### src/rtl/mem_block_arbiter_if.sv
`default_nettype none
// ============================================================================
//  Module   : mem_block_arbiter_if
//  Brief    : Shared block-memory port; master = arbiter, slave = memory.
//  Revision : 1.0
// ============================================================================
interface mem_block_arbiter_if #(
    parameter int ADDR_W = 32,
    parameter int BLK_W  = 256
);
    logic [ADDR_W-1:0] mem_addr;
    logic              mem_rd;
    logic              mem_wr;
    logic [BLK_W-1:0]  mem_wdata;
    logic [BLK_W-1:0]  mem_rdata;
    logic              mem_rd_valid;
    logic              mem_wr_valid;

    modport master (
        output mem_addr, mem_rd, mem_wr, mem_wdata,
        input  mem_rdata, mem_rd_valid, mem_wr_valid
    );

    modport slave (
        input  mem_addr, mem_rd, mem_wr, mem_wdata,
        output mem_rdata, mem_rd_valid, mem_wr_valid
    );
endinterface
`default_nettype wire

### src/rtl/mem_block_arbiter.sv
`default_nettype none
// ============================================================================
//  Module   : mem_block_arbiter
//  Brief    : Fixed-priority I/D block-memory arbiter with starvation guard,
//             single outstanding transaction and timeout-driven reissue.
//  Revision : 1.0
// ============================================================================
module mem_block_arbiter #(
    parameter int MAX_D_STREAK = 4,
    parameter int TIMEOUT      = 64,
    parameter int ADDR_W       = 32,
    parameter int BLK_W        = 256
) (
    input  logic                clk,
    input  logic                rst_n,
    input  logic                i_req_rd,
    input  logic [ADDR_W-1:0]   i_addr,
    output logic [BLK_W-1:0]    i_rdata,
    output logic                i_done,
    input  logic                d_req_rd,
    input  logic                d_req_wr,
    input  logic [ADDR_W-1:0]   d_addr,
    input  logic [BLK_W-1:0]    d_wdata,
    output logic [BLK_W-1:0]    d_rdata,
    output logic                d_done,
    mem_block_arbiter_if.master mem,
    output logic                busy,
    output logic [7:0]          retry_count
);
    localparam int c_STREAK_W = $clog2(MAX_D_STREAK + 1);
    localparam int c_WAIT_W   = $clog2(TIMEOUT + 1);
    localparam logic [c_STREAK_W-1:0] c_STREAK_MAX = c_STREAK_W'(MAX_D_STREAK);
    localparam logic [c_WAIT_W-1:0]   c_WAIT_LAST  = c_WAIT_W'(TIMEOUT - 1);

    localparam logic [2:0] c_ST_IDLE  = 3'd0;
    localparam logic [2:0] c_ST_I_RD  = 3'd1;
    localparam logic [2:0] c_ST_D_RD  = 3'd2;
    localparam logic [2:0] c_ST_D_WR  = 3'd3;
    localparam logic [2:0] c_ST_RETRY = 3'd4;
    localparam logic [2:0] c_ST_RESP  = 3'd5;

    logic [2:0]            r_state;
    logic [2:0]            w_next_state;
    logic [2:0]            r_acc_state;
    logic [2:0]            w_grant_state;
    logic                  w_any_req;
    logic                  w_in_access;
    logic                  w_valid;
    logic [ADDR_W-1:0]     r_addr;
    logic [BLK_W-1:0]      r_wdata;
    logic [BLK_W-1:0]      r_i_rdata;
    logic [BLK_W-1:0]      r_d_rdata;
    logic [c_STREAK_W-1:0] r_streak;
    logic [c_WAIT_W-1:0]   r_wait;
    logic [7:0]            r_retry;

    // Grant decision; only consulted in IDLE when some request is high.
    always_comb begin
        w_any_req = i_req_rd | d_req_rd | d_req_wr;
        if ((r_streak == c_STREAK_MAX) && i_req_rd) begin
            w_grant_state = c_ST_I_RD;
        end else if (d_req_wr) begin
            w_grant_state = c_ST_D_WR;
        end else if (d_req_rd) begin
            w_grant_state = c_ST_D_RD;
        end else begin
            w_grant_state = c_ST_I_RD;
        end
        w_in_access = (r_state == c_ST_I_RD) || (r_state == c_ST_D_RD) ||
                      (r_state == c_ST_D_WR);
        w_valid     = (r_state == c_ST_D_WR) ? mem.mem_wr_valid
                                             : (w_in_access & mem.mem_rd_valid);
    end

    always_ff @(posedge clk or negedge rst_n) begin
        if (!rst_n) begin
            r_state <= c_ST_IDLE;
        end else begin
            r_state <= w_next_state;
        end
    end

    // A valid on the last wait cycle takes precedence over the timeout.
    always_comb begin
        w_next_state = r_state;
        case (r_state)
            c_ST_IDLE: begin
                if (w_any_req) begin
                    w_next_state = w_grant_state;
                end
            end
            c_ST_I_RD, c_ST_D_RD, c_ST_D_WR: begin
                if (w_valid) begin
                    w_next_state = c_ST_RESP;
                end else if (r_wait == c_WAIT_LAST) begin
                    w_next_state = c_ST_RETRY;
                end
            end
            c_ST_RETRY: w_next_state = r_acc_state;
            c_ST_RESP:  w_next_state = c_ST_IDLE;
            default:    w_next_state = c_ST_IDLE;
        endcase
    end

    always_ff @(posedge clk or negedge rst_n) begin
        if (!rst_n) begin
            r_acc_state <= c_ST_IDLE;
            r_addr      <= '0;
            r_wdata     <= '0;
            r_i_rdata   <= '0;
            r_d_rdata   <= '0;
            r_streak    <= '0;
            r_wait      <= '0;
            r_retry     <= '0;
        end else begin
            if ((r_state == c_ST_IDLE) && w_any_req) begin
                r_acc_state <= w_grant_state;
                r_addr      <= (w_grant_state == c_ST_I_RD) ? i_addr : d_addr;
                if (w_grant_state == c_ST_D_WR) begin
                    r_wdata <= d_wdata;
                end
                // Streak only grows while I is actually waiting behind D.
                if ((w_grant_state != c_ST_I_RD) && i_req_rd) begin
                    if (r_streak != c_STREAK_MAX) begin
                        r_streak <= r_streak + c_STREAK_W'(1);
                    end
                end else begin
                    r_streak <= '0;
                end
            end

            if (w_in_access && (w_next_state == r_state)) begin
                r_wait <= r_wait + c_WAIT_W'(1);
            end else begin
                r_wait <= '0;
            end

            if (w_in_access && (w_next_state == c_ST_RETRY) && (r_retry != 8'hFF)) begin
                r_retry <= r_retry + 8'd1;
            end

            if (w_valid && (r_state == c_ST_I_RD)) begin
                r_i_rdata <= mem.mem_rdata;
            end
            if (w_valid && (r_state == c_ST_D_RD)) begin
                r_d_rdata <= mem.mem_rdata;
            end
        end
    end

    always_comb begin
        mem.mem_rd    = (r_state == c_ST_I_RD) || (r_state == c_ST_D_RD);
        mem.mem_wr    = (r_state == c_ST_D_WR);
        mem.mem_addr  = w_in_access ? r_addr : '0;
        mem.mem_wdata = (r_state == c_ST_D_WR) ? r_wdata : '0;
        i_done        = (r_state == c_ST_RESP) && (r_acc_state == c_ST_I_RD);
        d_done        = (r_state == c_ST_RESP) && (r_acc_state != c_ST_I_RD);
        i_rdata       = r_i_rdata;
        d_rdata       = r_d_rdata;
        busy          = (r_state != c_ST_IDLE);
        retry_count   = r_retry;
    end
endmodule
`default_nettype wire

### src/flat_wrapper.sv
// flat-port wrapper written by rule: the top's interface ports become plain ports
module mem_block_arbiter_flat 
#(
    parameter int MAX_D_STREAK = 4,
    parameter int TIMEOUT      = 64,
    parameter int ADDR_W       = 32,
    parameter int BLK_W        = 256
)
  (clk, rst_n, i_req_rd, i_addr, i_rdata, i_done, d_req_rd, d_req_wr, d_addr, d_wdata, d_rdata, d_done, busy, retry_count, mem_mem_addr, mem_mem_rd, mem_mem_wr, mem_mem_wdata, mem_mem_rdata, mem_mem_rd_valid, mem_mem_wr_valid);
  mem_block_arbiter_if #(.ADDR_W(ADDR_W), .BLK_W(BLK_W)) mem_i ();
  input  logic clk;
  input  logic rst_n;
  input  logic i_req_rd;
  input  logic [ADDR_W-1:0] i_addr;
  output logic [BLK_W-1:0] i_rdata;
  output logic i_done;
  input  logic d_req_rd;
  input  logic d_req_wr;
  input  logic [ADDR_W-1:0] d_addr;
  input  logic [BLK_W-1:0] d_wdata;
  output logic [BLK_W-1:0] d_rdata;
  output logic d_done;
  output logic busy;
  output logic [7:0] retry_count;
  output wire logic [$bits(mem_i.mem_addr)-1:0] mem_mem_addr;
  output wire logic [$bits(mem_i.mem_rd)-1:0] mem_mem_rd;
  output wire logic [$bits(mem_i.mem_wr)-1:0] mem_mem_wr;
  output wire logic [$bits(mem_i.mem_wdata)-1:0] mem_mem_wdata;
  input wire logic [$bits(mem_i.mem_rdata)-1:0] mem_mem_rdata;
  input wire logic [$bits(mem_i.mem_rd_valid)-1:0] mem_mem_rd_valid;
  input wire logic [$bits(mem_i.mem_wr_valid)-1:0] mem_mem_wr_valid;
  assign mem_mem_addr = mem_i.mem_addr;
  assign mem_mem_rd = mem_i.mem_rd;
  assign mem_mem_wr = mem_i.mem_wr;
  assign mem_mem_wdata = mem_i.mem_wdata;
  assign mem_i.mem_rdata = mem_mem_rdata;
  assign mem_i.mem_rd_valid = mem_mem_rd_valid;
  assign mem_i.mem_wr_valid = mem_mem_wr_valid;
  mem_block_arbiter #(.MAX_D_STREAK(MAX_D_STREAK), .TIMEOUT(TIMEOUT), .ADDR_W(ADDR_W), .BLK_W(BLK_W)) u_core (.clk(clk), .rst_n(rst_n), .i_req_rd(i_req_rd), .i_addr(i_addr), .i_rdata(i_rdata), .i_done(i_done), .d_req_rd(d_req_rd), .d_req_wr(d_req_wr), .d_addr(d_addr), .d_wdata(d_wdata), .d_rdata(d_rdata), .d_done(d_done), .mem(mem_i), .busy(busy), .retry_count(retry_count));
endmodule
### config.mk
export PLATFORM = sky130hd
export DESIGN_NAME = mem_block_arbiter_flat
export DESIGN_NICKNAME = d
export VERILOG_FILES = /design/src/rtl/mem_block_arbiter_if.sv /design/src/rtl/mem_block_arbiter.sv /design/src/flat_wrapper.sv
export SDC_FILE = /design/constraint.sdc
export NUM_CORES = 1
export LEC_CHECK = 0
export CAP_MARGIN = 20
export CORE_AREA = 4 4 539 541
export CTS_CLUSTER_SIZE = 8
export DETAILED_ROUTE_END_ITERATION = 7
export DIE_AREA = 0 0 543 545
export HOLD_SLACK_MARGIN = 0.05
export SLEW_MARGIN = 20
export SYNTH_ARGS = -nofsm -noshare
export SYNTH_HDL_FRONTEND = slang
export SYNTH_SLANG_ARGS = --single-unit
### constraint.sdc
create_clock -name clk -period 3.4 [get_ports clk]
set_clock_uncertainty 0.15 [all_clocks]
set_input_delay 0.34 -clock clk [delete_from_list [all_inputs] [get_ports clk]]
set_output_delay 0.34 -clock clk [all_outputs]
set_load 0.02 [all_outputs]
==> results.toml <==
[synthesis]
yosysWarnings = 0
synth_top_area_share_pct = 62.6
synth.largest_area_cell = "dfrtp_1"
synth_edf_count = 0
yosysMostFrequentCell = "dfrtp_1"
yosys-top-cells-area = "dfrtp_1, mux2_2, and2_1"
syn_inst = 2211
ys_async_sr_fraction_pct = 100
ys_types = 40
ys_seq_elements = 823
syn_avg_cell_area_um2 = 14.9
syn-num-nets = 2798
synth_common_cells = "dfrtp_1, mux2_2, and2_1"
yosysSeqAreaShare_pct = 62.6
synth_area_um2 = 32900
synth_ff_type = "dfrtp_1"

[pwr]
vdd_drop_max_uv = 625
p_leak_nw = 25.2
power_mw = 57.7
p_per_area_nw_per_um2 = 938

[setup_path]
start_kind = "register"
rr_worst_depth = 7
cp.arrival_ns = 2.75
cp_cell_sequence = "buf_6 > clkinvlp_4 > nor3_4 > buf_4 > buf_6 > and2_1 > dlygate4sd2_1"
cpPeakStageDelay_ns = 0.42
crit_type = "reg2out"
path_delay_family = "buffers and inverters"
cp_num_buf_inv = 5
required_ns = 2.91
crit_cells = 7
rr_startpoint = "u_core.r_state[0]"
cp_common_cell = "buf_6"
crit_path_end_kind = "primary output"
crit_slowest_cell = "dlygate4sd2_1"
r2r-end = "u_core.i_rdata[94]"
r2r_slack_ns = 0.45
crit_fanout = 13

[global_routing]
grt_antenna_before_repair = 179
grt-ovfl-total = 0
grt_usage_pct = 14.8
grt_pass1_wl_um = 292000
grt_max_degree = 97
grt_pass1_vias = 29309

[drt]
met1_length_um = 96700
drc = 0
viasPerCell = 3.45
route.met2.wl_um = 95300
drtPass1Iterations = 5
dr_wl_met3_um = 29000
vias = 27653
drt_iter0_drc = 1662
wirelength_um = 228000
ant_nets = 0
highest_layer = "met5"
wl_per_cell_um = 28.5

[placed_design]
port_buffers = 1395
gp_congestion = 0.914
hpwl_um = 191000

[floorplanning]
coreArea_um2 = 285000
initial_utilization_pct = 11.6
die_w_um = 543
io_pins = 1396
row_count = 196
dieArea_um2 = 296000
die_h_um = 545

[timing]
post-route-period-util_pct = 95.2
grt_setup_unrepaired = "yes"
maxSlewViolCount = 0
hold_viol_final = 0
fin_crit_ns = 3.24
timing.hold.ws_ns = 0.105
setup_viol = 0
clock.fmax_ghz = 0.309
worstMarginPinSlew_ns = 0.808
slew_headroom_pct = 45.7

[cells_and_area]
fin_nets = 4782
syn2layout_area_growth_pct = 86.8
nFillCells = 30351
fin_util_pct = 21.6
drive_gt1_share_pct = 28.1
seqCellArea_um2 = 20600
multi_input_area_um2 = 11800

[hold_path]
hold_depth = 2
hp-class = "in2reg"
hold_path_end = "u_core.d_rdata[211]"
hp-start = "mem_mem_rdata[211]"

[cts]
cts_root_buf = "clkbuf_16"
cts_tree = "done"
cts_inserted_buffers = 121
path_clk_slew_ns = 0.05
insertion_delay_ns = 0.84
cts_sinks = 823
htree_levels = 3
cts_buffer_depth = 4

[job]
max_cap_viol_count = 0

[status]
status = "finished clean"
cells in the final DEF (no fill, tap or decap), types with 4 or more instances in the layout:
cell             synthesis  final
a21oi_1                 36     35
mux2_2                 769    769
nor2_1                  41     41
buf_16                   0      4
clkbuf_8                 0      9
buf_12                   0    138
dfrtp_1                823    821
clkbuf_2                 0     33
clkbuf_1                44      8
o21ai_0                  7      7
and2_1                 291    286
ha_1                     4      4
dlygate4sd3_1            0    507
dlygate4sd2_1            0    119
buf_4                    0     80
diode_2                  0     37
clkbuf_16                0    123
nand3_1                  9      8
nor3_1                   7      6
mux2i_1                 33     33
xor2_1                   8      8
inv_1                   11      9
xnor2_1                  4      4
nand2_1                  8      8
clkdlybuf4s50_1          0   1103
routing by layer:
layer	up-vias	global-route usage, %
li1	11653	-
met1	14013	18.7
met2	1532	21.9
met3	393	7.82
met4	62	4.04
met5	-	0
cells by family (layout without fill, tap and decap cells):
group           Yosys count  count (layout)  share of synthesized area [%]
mux                     802             802                           27.3
xor+xnor                 12              12                          0.319
compound gates           54              54                          0.969
fa+ha+maj                 4               4                          0.152
other cells               0              37                              0
simple gates            375             375                           6.75
buf+inv                 141            2148                           1.93
flops                   823             823                           62.6
state kept, by name (all words and copies together) (netlist names):
register / cells
u_core.i_rdata: 256
u_core.d_rdata: 256
u_core.r_acc_state: 2
u_core.retry_count: 8
u_core.r_state: 3
u_core.r_wdata: 256
u_core.r_addr: 32
u_core.r_streak: 3
u_core.r_wait: 7
worst max path at each step:
stage                               end  slack [ns]               from
CTS                   mem_mem_wdata[20]       0.007  u_core.r_state[0]
global route         mem_mem_wdata[211]      -0.001  u_core.r_state[0]
floorplan            mem_mem_wdata[100]        1.22  u_core.r_state[2]
global placement    u_core.i_rdata[116]        0.10   mem_mem_rd_valid
detailed placement   u_core.i_rdata[94]        0.07   mem_mem_rd_valid
finish                mem_mem_wdata[93]        0.16  u_core.r_state[0]
final cells by class:
cell class                      instances  area share [%]
Inverter                               11          0.0732
Tap cell                             3762            7.65
Clock inverter                          7           0.285
Clock buffer                          139            5.21
Antenna cell                           37           0.151
Multi-Input combinational cell       1247            19.1
Sequential cell                       823            33.5
Timing Repair Buffer                 1991            34.0
what timing repair did:
action | CTS | global route
hold endpoints to repair | 1087 | 0
pin swaps | 2 | 0
resized for setup | 163 | 74
setup buffers | 6 | 0
hold buffers | 508 | 0
gates cloned | 3 | 1
setup endpoints to repair | 243 | 148
through the flow:
step,TNS [ns],instance area [um2],setup WS (ns),std cells
CTS,0,61500,0.00747,7980
finish,0,61500,0.162,8017
global route,-0.00104,61400,-0.00104,7995
detailed placement,0,53000,0.0661,7317
floorplan,0,32900,1.22,2211
global placement,0,53000,0.104,7317
report_power, final:
group	switching, mW	internal, mW	total (mW)
combinational	14.4	13.5	27.9
clock	4.59	6.73	11.3
sequential	3.67	14.8	18.4
Note: power is estimated with default switching activity, not from simulation.
